--- src/rtl/fp_norm_pkg.sv ---
// Shared widths, limits and the stage-1 payload for the 27-bit post-add normalizer.
package fp_norm_pkg;
  localparam int MANT_W  = 27;
  localparam int EXP_W   = 8;
  localparam int CNT_W   = 5;
  localparam int EXP_MAX = 255;
  localparam int CNT_MAX = 26;
  localparam int RES_W   = 10;

  typedef struct packed {
    logic [MANT_W-1:0] mant;
    logic [2:0]        shift_lo;
    logic [EXP_W-1:0]  exp;
    logic              zero;
    logic              uflow;
    logic              ovf;
  } s1_payload_t;
endpackage

--- src/rtl/fp_norm_shift27_lshift_stage.sv ---
// Combinational left shift by amt*STEP positions, zero-filled, overflow bits dropped.
module lshift_stage
  import fp_norm_pkg::*;
#(
  parameter int STEP = 1,
  parameter int SH_W = 3
) (
  input  logic [MANT_W-1:0] din,
  input  logic [SH_W-1:0]   amt,
  output logic [MANT_W-1:0] dout
);
  assign dout = din << (32'(amt) * STEP);
endmodule

--- src/rtl/fp_norm_shift27.sv ---
// Two-stage normalizer: coarse (x8) shift + exponent/flag decode, then fine (x1) shift.
module fp_norm_shift27
  import fp_norm_pkg::*;
(
  input  logic              clk,
  input  logic              rst_n,
  input  logic              in_valid,
  output logic              in_ready,
  input  logic [MANT_W-1:0] mant_in,
  input  logic [CNT_W-1:0]  cnt_in,
  input  logic              zero_in,
  input  logic [EXP_W-1:0]  exp_in,
  output logic              out_valid,
  input  logic              out_ready,
  output logic [MANT_W-1:0] mant_out,
  output logic [EXP_W-1:0]  exp_out,
  output logic              zero_out,
  output logic              uflow_out,
  output logic              ovf_out
);
  // Handshake: a beat moves when valid & ready are both high at a clk edge.
  // Each stage advances when it is empty or the stage after it advances;
  // in_ready is stage-1's advance condition, so it depends combinationally on out_ready.
  s1_payload_t       s1_q, s1_d, s1_new;
  logic              s1_valid_q, s1_valid_d, s2_valid_q, s2_valid_d;
  logic              s1_adv, s2_adv;
  logic [RES_W-1:0]  res;
  logic              zero_case, uflow_case, ovf_case;
  logic [CNT_W-1:0]  shamt;
  logic [MANT_W-1:0] mant_sel, mant_coarse, mant_fine;
  logic [MANT_W-1:0] mant_out_q, mant_out_d;
  logic [EXP_W-1:0]  exp_out_q, exp_out_d;
  logic              zero_q, zero_d, uflow_q, uflow_d, ovf_q, ovf_d;

  // res is two's complement; bit RES_W-1 set means negative.
  always_comb begin
    res        = RES_W'(exp_in) + RES_W'(1) - RES_W'(cnt_in);
    zero_case  = zero_in | (cnt_in > CNT_W'(CNT_MAX));
    uflow_case = !zero_case & (res[RES_W-1] | (res == '0));
    ovf_case   = !zero_case & !uflow_case & (res >= RES_W'(EXP_MAX));
    shamt      = uflow_case ? exp_in[CNT_W-1:0] : cnt_in;
    mant_sel   = (zero_case | ovf_case) ? '0 : mant_in;
  end

  lshift_stage #(.STEP(8), .SH_W(2)) u_coarse (
    .din (mant_sel),
    .amt (shamt[4:3]),
    .dout(mant_coarse)
  );

  always_comb begin
    s1_new          = '0;
    s1_new.mant     = mant_coarse;
    s1_new.shift_lo = shamt[2:0];
    s1_new.zero     = zero_case;
    s1_new.uflow    = uflow_case;
    s1_new.ovf      = ovf_case;
    if (ovf_case) s1_new.exp = EXP_W'(EXP_MAX);
    else if (!zero_case && !uflow_case) s1_new.exp = res[EXP_W-1:0];
  end

  lshift_stage #(.STEP(1), .SH_W(3)) u_fine (
    .din (s1_q.mant),
    .amt (s1_q.shift_lo),
    .dout(mant_fine)
  );

  always_comb begin
    s2_adv     = !s2_valid_q | out_ready;
    s1_adv     = !s1_valid_q | s2_adv;
    in_ready   = s1_adv;
    s1_valid_d = s1_valid_q;
    s1_d       = s1_q;
    s2_valid_d = s2_valid_q;
    mant_out_d = mant_out_q;
    exp_out_d  = exp_out_q;
    zero_d     = zero_q;
    uflow_d    = uflow_q;
    ovf_d      = ovf_q;
    if (s1_adv) begin
      s1_valid_d = in_valid;
      if (in_valid) s1_d = s1_new;
    end
    if (s2_adv) begin
      s2_valid_d = s1_valid_q;
      if (s1_valid_q) begin
        mant_out_d = mant_fine;
        exp_out_d  = s1_q.exp;
        zero_d     = s1_q.zero;
        uflow_d    = s1_q.uflow;
        ovf_d      = s1_q.ovf;
      end
    end
  end

  always_ff @(posedge clk) begin
    if (!rst_n) begin
      s1_valid_q <= 1'b0;
      s2_valid_q <= 1'b0;
      s1_q       <= '0;
      mant_out_q <= '0;
      exp_out_q  <= '0;
      zero_q     <= 1'b0;
      uflow_q    <= 1'b0;
      ovf_q      <= 1'b0;
    end else begin
      s1_valid_q <= s1_valid_d;
      s2_valid_q <= s2_valid_d;
      s1_q       <= s1_d;
      mant_out_q <= mant_out_d;
      exp_out_q  <= exp_out_d;
      zero_q     <= zero_d;
      uflow_q    <= uflow_d;
      ovf_q      <= ovf_d;
    end
  end

  assign out_valid = s2_valid_q;
  assign mant_out  = mant_out_q;
  assign exp_out   = exp_out_q;
  assign zero_out  = zero_q;
  assign uflow_out = uflow_q;
  assign ovf_out   = ovf_q;
endmodule

--- config.mk ---
export PLATFORM = sky130hd
export DESIGN_NAME = fp_norm_shift27
export DESIGN_NICKNAME = d
export VERILOG_FILES = /design/src/rtl/fp_norm_pkg.sv /design/src/rtl/fp_norm_shift27_lshift_stage.sv /design/src/rtl/fp_norm_shift27.sv
export SDC_FILE = /design/constraint.sdc
export NUM_CORES = 1
export LEC_CHECK = 0
export BUFFER_PORTS_ARGS = -buffer_cell sky130_fd_sc_hd__buf_2
export CORE_MARGIN = 2
export CORE_UTILIZATION = 55
export CTS_BUF_LIST = sky130_fd_sc_hd__clkbuf_16
export DETAILED_ROUTE_END_ITERATION = 12
export GPL_TIMING_DRIVEN = 0
export PLACE_DENSITY = 0.78
export REMOVE_ABC_BUFFERS = 1
export SLEW_MARGIN = 15
export SYNTH_ARGS = -nofsm -noshare
export SYNTH_HDL_FRONTEND = slang
export SYNTH_HIERARCHICAL = 1
export SYNTH_SLANG_ARGS = --single-unit
--- constraint.sdc ---
create_clock -name clk -period 9.1 [get_ports clk]
set_clock_uncertainty 0.2 [all_clocks]
set_input_delay 1.82 -clock clk [delete_from_list [all_inputs] [get_ports clk]]
set_output_delay 1.82 -clock clk [all_outputs]
set_load 0.05 [all_outputs]
[Yosys cells after proc, flatten, opt, wreduce, memory -nomap -nowiden]
Cells that the tools add are included.
Operators by class
  add/subtract/negate cells: 2
  multiply operators: 0
  divide/modulo/power cells: 0
  magnitude comparators: 2
  eq/ne operators: 0
  shifts and indexed selects: 2
  mux-type cells: 4
  bitwise operators: 8
  reductions and logical operators: 8
Operator list (number)
  27-bit two-way mux: 1
  27-bit by 3-bit left shift with 27-bit output: 1
  27-bit by 5-bit left shift with 27-bit output: 1
  8-bit two-way mux: 2
  10-bit by 8-bit greater-or-equal comparator with 1-bit output (second input constant): 1
  10-bit zero test: 1
  9-bit by 5-bit subtractor with 10-bit output: 1
  8-bit by 1-bit adder with 9-bit output (second input constant): 1
  5-bit > comparator (second input constant): 1
  5-bit two-way mux: 1
  1-bit OR: 5
  1-bit zero test: 4
  2-bit AND reduction: 2
  1-bit bitwise AND: 3
  1-bit logical AND: 1
Word-level totals
  register bits: 81
  bits in latches: 0
  RAM bits: 0
  memory bits (read-only): 0
  memories: 0

[Longest topological paths before layout]
Gate-level depths: netlist of run 1.
  word-level depth: 11
  gate-level depth with buffers: 18
  mapped depth without buffers: 16

[By module]
Netlist of run 1, hierarchy kept.
Modules (own cells, without submodules)
  fp_norm_shift27: times used 1, cells an instance 453, area an instance 3753.6 um^2, sequential area each 1621.6 um^2
  lshift_stage (u_fine): times used 1, cells an instance 137, area an instance 1088.5 um^2, sequential area each 0.0 um^2
  lshift_stage (u_coarse): times used 1, cells an instance 53, area an instance 421.7 um^2, sequential area each 0.0 um^2

[Worst setup path after synthesis of run 1]
Ideal clock, no wire load.
  kind: input -> register
  from: input port exp_in[1]
  to: register s1_q[21] (netlist bit)
  library setup time: 76 ps
  arrival time: 4962 ps
  required time: 8824 ps
  slack: 3862 ps
  stages on the path: 16
  buffers on the path: 1
  cell sequence: inv_1 ha_1 inv_1 ha_1 fa_1 xor2_1 or4_1 nor4b_4 a31oi_4 nor2_1 mux2_2 buf_4 nor2_4 and2_1 nand2_1 a21boi_0
On the way
  elaborated cells on any way between the ends: 13
  classes of those cells: 2 x add/sub; 1 x order compare; 1 x shift; 2 x mux; 5 x bitwise; 2 x reduce/logical
RTL lines
  from (decl): line fp_norm_shift27.sv:12  | input logic [EXP_W-1:0] exp_in,
  8-bit by 1-bit adder with 9-bit output (*): line fp_norm_shift27.sv:37  | res = RES_W'(exp_in) + RES_W'(1) - RES_W'(cnt_in);
  9-bit by 5-bit subtractor with 10-bit output (*): line fp_norm_shift27.sv:37
  10-bit zero test: line fp_norm_shift27.sv:39  | uflow_case = !zero_case & (res[RES_W-1] | (res == '0));
  1-bit OR (*): line fp_norm_shift27.sv:39
  1-bit bitwise AND (*): line fp_norm_shift27.sv:39
  5-bit two-way mux (*): line fp_norm_shift27.sv:41  | shamt = uflow_case ? exp_in[CNT_W-1:0] : cnt_in;
  named net shamt[3]: line fp_norm_shift27.sv:29  | logic [CNT_W-1:0] shamt;
  27-bit by 5-bit left shift with 27-bit output (*): line fp_norm_shift27_lshift_stage.sv:12  | assign dout = din << (32'(amt) * STEP);
  named net mant_coarse[7]: line fp_norm_shift27.sv:30  | logic [MANT_W-1:0] mant_sel, mant_coarse, mant_fine;
  to (signal assigned): line fp_norm_shift27.sv:100  | s1_q <= '0;
  to (signal assigned): line fp_norm_shift27.sv:109  | s1_q <= s1_d;
  to (decl): line fp_norm_shift27.sv:24  | s1_payload_t s1_q, s1_d, s1_new;
The timed path passes the listed nets; every way through them passes the cells marked *.
A chain may end at the register's enable or synchronous reset.

[Worst setup path after layout of run 1]
  from: input port exp_in[1]
  to: register s1_q[30] (netlist bit)
The elaborated chain is that of the path after synthesis.

==> results.md, run 1 <==
- Crit Path Category: input pin to register
- Initial antenna violation count: 0
- CTS resizes: 0
- Flop-to-flop setup slack: 6320 ps
- Post-CTS Setup Bufs: 0
- Number of synthesized flops with an enable pin: 0
- RSZ-0062 raised after global routing: false
- Reg-to-Reg Start: s1_q[11]
- Die height: around 100 um
- CP max FO: 21
- Routed wire length: between 10 and 15 mm
- CP Launch Type: input pin
- First-pass GRT wire length: between 20 and 25 mm
- Post-DR wirelength/cell: between 10 and 15 um
- Area taken by multi-input logic gates: about 0.0033 mm^2
- Mapped cell area: between 0.005 and 0.006 mm^2
- Power Density: approximately 170 mW/mm^2
- Initial Util: 56.7%
- Via count: about 4.7k
- Placed cell areas: around 0.0056 mm^2
- Worst slew pin tran: between 1000 and 1500 ps
- Clock Power Share: 41.0%
- Die area: approximately 0.010 mm^2
- Area delta synth->final: 12.5%
- Setup TNS: 0 ps
- Core Box Area: 0.00928 mm^2
- Worst slew margin: a little over a quarter
- Detail Route Antenna Nets: 0
- Die X: 102 um
- NetSw: about 0.0003 W
- Maxcap violations: 0
- Routability cong.: 0.876
- Gate power share: about a fifth
- Maximum vdd drop: between 0.00008 and 0.00009 V
- Reg power frac: approximately two fifths
- Number of H-tree levels: 3
- DP HPWL: around 8.8 mm
- FFs w/ async S/R, synth: 0%
- Fraction of layout cells with a size suffix above 1: 20.5%
- CTS Hold Bufs: 0
- CP endpoint kind: register
- Hold depth: 2
- First DRT Iteration DRCs: 211
- Row count: 35
- Worst Reg-to-Reg Cells: 5
- Grt ovf: 0
- Yosys Warn Count: 6
- Total clock sinks: between 80 and 90
- Clock transition at the registers of the reported paths: roughly 60 ps
- R2R Path End: mant_out[6]
- Outcome: finished clean
- CP Data Arrival Time: approximately 6200 ps
- TritonCTS clock tree: yes
- Clk_lat worst skew: about 340 ps
- Avg Inst Size Synth: around 8.2 um^2
- Lkg Pwr: between 2 and 2.5 nW
- Final Util: a little under two thirds
- Hold WC Path Type: register to register
- Largest net degree at the start of global routing: 75
- Hold EP: mant_out[11]
- Synth Register Bits: 81
- CTS Root Cell: clkbuf_16
- Router iterations before antenna repair: 4
- Total track usage: ~24%
- Tcrit/Tclk final: about two thirds
- Fillcell total: 831
- Post-route cell area: a little under 0.006 mm^2
- Sequential fraction of the synthesis area: a little under a third
- Top_reg_cell synth: dfxtp_1
- Fmax: about 160 MHz
- DRC: 0
- TritonCTS Buffers: 9
- Max Slew Vio Count: 0
- Internal power: roughly 0.00069 W
- ANT cells: 0
- Clock buffer depth: 2
- Port bufs: 84
- Cells after Synth: around 640
- Nets: 750
- # setup viols final: 0
- Total area of sequential cells: 0.00162 mm^2
- HP Start: mant_out[11]
- Crit path time final: roughly 6100 ps
- Sw Share: approximately 30%
- WP data required: slightly above 9000 ps
- Yosys cell types: 60
- Vias per cell: 5.66
- Vias in the first global route: between 4k and 5k
- # IOs: 85
- Hold slack: 262 ps
- Hold Violations, Final: 0
## sequential cells by signal (all words and copies together) (netlist names)
name / flops
ovf_out: 1
uflow_out: 1
s1_valid_q: 1
s1_q: 41
out_valid: 1
zero_out: 1
exp_out: 8
mant_out: 27
## logic make-up after synthesis
family | after synthesis | share of synthesized area [%]
buffers and inverters | 58 | 5.87
XOR/XNOR | 6 | 0.998
adder cells (fa/ha/maj) | 14 | 3.47
AO/OA/AOI/OAI | 153 | 22.9
multiplexers | 62 | 12.4
AND/OR/NAND/NOR | 269 | 23.5
flip-flops | 81 | 30.8
## power by group through the flow
stage | combinational [W] | clock (W) | sequential [W]
CTS | 0.000196 | 0.000410 | 0.000384
floorplan | 0.000129 | 0 | 0.000405
detailed placement | 0.000194 | 0 | 0.000392
finish | 0.000198 | 0.000405 | 0.000384
global placement | 0.000188 | 0 | 0.000391
global route | 0.000216 | 0.000425 | 0.000387
## metal layers
metal	part of all wire (%)	vias to the layer above	global-route usage [%]	wire length [um]
met5	0	-	0	0
met4	1.7	0	8.31	213
met3	4.1	19	3.69	501
met2	49	138	42.2	6040
met1	45	2177	30.5	5610
li1	-	2332	-	-
## how the worst max path moves through the flow
stage	start	endpoint	slack, ps	cells past startpoint
after CTS	exp_in[1]	s1_q[30]	3100	17
after floorplan	exp_in[1]	s1_q[30]	3570	15
after global placement	exp_in[1]	s1_q[30]	2970	17
final	exp_in[1]	s1_q[30]	2970	17
after detailed placement	exp_in[1]	s1_q[30]	2780	17
after global routing	exp_in[1]	s1_q[30]	2690	17
## final cells by class
| class | instances | share of cell area, % |
|---|---|---|
| timing repair buffer | 84 | 7.10 |
| sequential | 81 | 27.4 |
| clock buffer | 9 | 3.80 |
| clock inverter | 7 | 1.80 |
| tap | 129 | 2.72 |
| inverter | 11 | 0.697 |
| multi-input combinational | 504 | 56.5 |
## cells in the mapped netlist, types with 2 or more instances
library cell,number,area [um^2]
a211oi_1,4,30.0
a211oi_2,5,62.6
a21boi_0,65,488
a21oi_1,9,45.0
a221o_1,5,50.1
a221oi_2,3,45.0
a22o_1,6,52.6
a22o_2,3,30.0
a22oi_1,6,45.0
and2_1,40,250
and3_1,7,43.8
buf_1,2,7.51
buf_2,6,30.0
buf_4,5,37.5
buf_6,6,67.6
clkbuf_1,24,90.1
clkbuf_2,3,15.0
dfxtp_1,81,1620
ha_1,13,163
inv_1,11,41.3
mux2_2,12,135
mux2_4,3,45.0
mux2i_1,46,460
nand2_1,155,582
nand2b_1,5,31.3
nor2_1,31,116
nor2b_1,8,50.1
nor3_1,8,40.0
o21a_1,3,22.5
o21ai_0,13,65.1
o21bai_1,2,15.0
o22ai_1,9,56.3
o2bb2ai_1,8,70.1
or2_2,4,25.0
or3_1,2,12.5
or4_1,2,15.0
xnor2_1,4,35.0
xor2_1,2,17.5
## critical path: stages
cell	delay (ps)
buf_2	100
inv_1	40
ha_1	270
inv_1	50
ha_1	230
fa_1	410
a211oi_1	360
nor2_1	130
xnor2_1	330
nor4b_4	310
a31oi_4	200
nor2_1	220
mux2_2	590
nor2b_1	680
o2bb2ai_1	180
nand2_1	80
a21boi_0	180
## metrics by stage
| stage | setup WS (ps) | power, W | std cells |
|---|---|---|---|
| 2_1_floorplan | 3570 | 0.000534 | 596 |
| 3_3_place_gp | 2970 | 0.000579 | 809 |
| 3_5_place_dp | 2780 | 0.000587 | 809 |
| 4_1_cts | 3100 | 0.000990 | 825 |
| 5_1_grt | 2690 | 0.00103 | 825 |
| 6_report | 2970 | 0.000987 | 825 |
## placed cells by master, fill, tap and decap left out, types with 2 or more instances in the layout
master	count
nand2_1	154
buf_2	84
dfxtp_1	80
a21boi_0	65
mux2i_1	46
and2_1	40
nor2_1	31
o21ai_0	13
ha_1	13
mux2_2	12
inv_1	11
a21oi_1	9
clkbuf_16	9
o22ai_1	9
nor3_1	8
o2bb2ai_1	8
nor2b_1	7
and3_1	7
a22o_1	6
a22oi_1	6
a211oi_2	5
a221o_1	5
a211oi_1	4
xnor2_1	4
or2_2	4
inv_6	4
nand2b_1	4
o21a_1	3
mux2_4	3
a22o_2	3
a221oi_2	3
o21bai_1	2
xor2_1	2
or4_1	2
or3_1	2
bufinv_16	2
No activity file was read; power rests on OpenSTA's default activity.
==> run 2, diff against run 1 <==
--- a/config.mk
+++ b/config.mk
@@ -7,11 +7,11 @@
 export LEC_CHECK = 0
 export BUFFER_PORTS_ARGS = -buffer_cell sky130_fd_sc_hd__buf_2
 export CORE_MARGIN = 2
-export CORE_UTILIZATION = 55
+export CORE_UTILIZATION = 52
 export CTS_BUF_LIST = sky130_fd_sc_hd__clkbuf_16
 export DETAILED_ROUTE_END_ITERATION = 12
 export GPL_TIMING_DRIVEN = 0
-export PLACE_DENSITY = 0.78
+export PLACE_DENSITY = 0.77
 export REMOVE_ABC_BUFFERS = 1
 export SLEW_MARGIN = 15
 export SYNTH_ARGS = -nofsm -noshare
==> constraint.sdc (replaced) <==
create_clock -name clk -period 5.3 [get_ports clk]
set_clock_uncertainty 0.2 [all_clocks]
set_input_delay 1.06 -clock clk [delete_from_list [all_inputs] [get_ports clk]]
set_output_delay 1.06 -clock clk [all_outputs]
set_load 0.05 [all_outputs]
==> results.md, run 2 (same netlist as run 1, synthesis figures left out) <==
- Port bufs: 84
- Max layer used: met4
- DR WL met2: 5.57 mm
- Most common cell after layout, fill and taps aside: nand2_1
- Worst setup endpoint: s1_q[37]
- Max Slew Vio Count: 0
- Post-CTS Setup Bufs: 0
- Die height: 105 um
- Row count: 36
- Flop-to-flop setup slack: 2450 ps
- Post-DR wirelength/cell: between 10 and 15 um
- Worst Reg-to-Reg Cells: 5
- CP Launch Type: input pin
- Initial antenna violation count: 0
- Post-route cell area: just under 0.006 mm^2
- Total clock sinks: between 80 and 90
- Outcome: finished clean
- Maxcap violations: 0
- Clk_lat worst skew: about 340 ps
- Worst slew margin: 23.0%
- Placed cell areas: 0.00559 mm^2
- CTS Root Cell: clkbuf_16
- Maximum vdd drop: 0.000177 V
- Routed wire length: 11.8 mm
- Largest net degree at the start of global routing: 75
- Reg-to-Reg Start: s1_q[11]
- Vias in the first global route: 4360
- Largest reg by FF count: s1_q
- Power Density: 264 mW/mm^2
- Router iterations before antenna repair: 4
- Hold WC Path Type: register to register
- ANT cells: 0
- # IOs: 85
- Fmax: between 200 and 250 MHz
- Setup TNS: 0 ps
- CP endpoint kind: register
- Die area: 0.0109 mm^2
- RSZ-0062 raised after global routing: false
- Max reg flops: 41
- Via count: approximately 4.6k
- Worst slew pin tran: between 1000 and 1500 ps
- Tcrit/Tclk final: between 90% and 100%
- Total track usage: approximately 22%
- Lkg Pwr: 2.37 nW
- TritonCTS Buffers: 9
- CP Data Arrival Time: between 4000 and 5000 ps
- R2R Path End: mant_out[6]
- Clock transition at the registers of the reported paths: roughly 60 ps
- Met1 WL: approximately 5.4 mm
- Nets: 750
- # setup viols final: 0
- Core Box Area: around 0.01 mm^2
- Detail Route Antenna Nets: 0
- Die X: around 100 um
- Hold Violations, Final: 0
- Grt ovf: 0
- Crit path time final: just under 5000 ps
- Fraction of layout cells with a size suffix above 1: about a fifth
- First DRT Iteration DRCs: between 200 and 300
- Vias per cell: between 5 and 6
- Clock buffer depth: 2
- CP max FO: 21
- Crit Path Category: input pin to register
- TritonCTS clock tree: yes
- Routability cong.: 0.913
- Number of H-tree levels: 3
- DP HPWL: ~8.4 mm
- Area delta synth->final: 11.5%
- Fillcell total: 930
- DRC: 0
- First-pass GRT wire length: 20.1 mm
- Crit. Startpoint: exp_in[1]
- WP data required: between 5000 and 6000 ps
- Final Power: about 0.0016 W
- Met3 WL: a little over 700 um
- Most frequent cells in the layout: 155 x nand2_1, 84 x buf_2, 80 x dfxtp_1, 65 x a21boi_0, 46 x mux2i_1
- Initial Util: between 50% and 60%
run 2: how the worst min path moves through the flow:
stage | startpoint | to | slack [ps] | cells after the start
after floorplan | s1_q[1] | s1_q[1] | 220 | 2
after global placement | s1_q[4] | s1_q[4] | 240 | 2
after detailed placement | s1_q[4] | s1_q[4] | 250 | 2
after CTS | s1_q[4] | s1_q[4] | 260 | 2
after global routing | mant_out[25] | mant_out[25] | 290 | 2
final | s1_q[4] | s1_q[4] | 260 | 2
run 2: metal layers:
| layer | vias to the layer above | track usage [%] |
|---|---|---|
| met5 | - | 0 |
| met4 | 0 | 7.14 |
| met3 | 11 | 4.43 |
| met2 | 140 | 35.9 |
| met1 | 2138 | 29.8 |
| li1 | 2324 | - |
run 2: where the power goes:
part           leakage (nW)  switching [W]  internal (W)  total (W)
combinational          1.58       0.000199      0.000137   0.000336
sequential            0.657      0.0000293      0.000631   0.000660
clock                 0.134       0.000244      0.000312   0.000556
run 2: area by class of cell:
class | count | area, um^2 | area share (%)
Tap cell | 133 | 166 | 2.84
Sequential cell | 81 | 1620 | 27.6
Inverter | 11 | 41.3 | 0.703
Timing Repair Buffer | 84 | 420 | 7.16
Multi-Input combinational cell | 504 | 3350 | 57.2
Clock buffer | 9 | 225 | 3.84
Clock inverter | 7 | 38.8 | 0.661
run 2: critical path, cell delays in order:
cell and delay, ps:
buf_2 100, inv_1 40, ha_1 260, inv_1 40, ha_1 220, fa_1 410, a211oi_1 290, nor2_1 100
xnor2_1 300, nor4b_4 310, a31oi_4 200, nor2_1 240, mux2_2 600, nor2b_4 340, o2bb2ai_1 150, nand2_1 90
a21boi_0 180
run 2: per-stage QoR:
step / hold WS (ps) / setup WS (ps) / util [%] / cells
2_1_floorplan: 225 / 527 / - / 596
3_3_place_gp: 243 / -145 / 56.9 / 813
3_5_place_dp: 248 / -251 / 57.0 / 813
4_1_cts: 262 / 106 / 59.7 / 829
5_1_grt: 287 / 138 / 59.8 / 829
6_report: 260 / 429 / 59.8 / 829
run 2: repair_timing:
action,CTS,global route
endpoints found under the setup margin,0,8
gates resized for setup,0,3
hold buffers,0,0
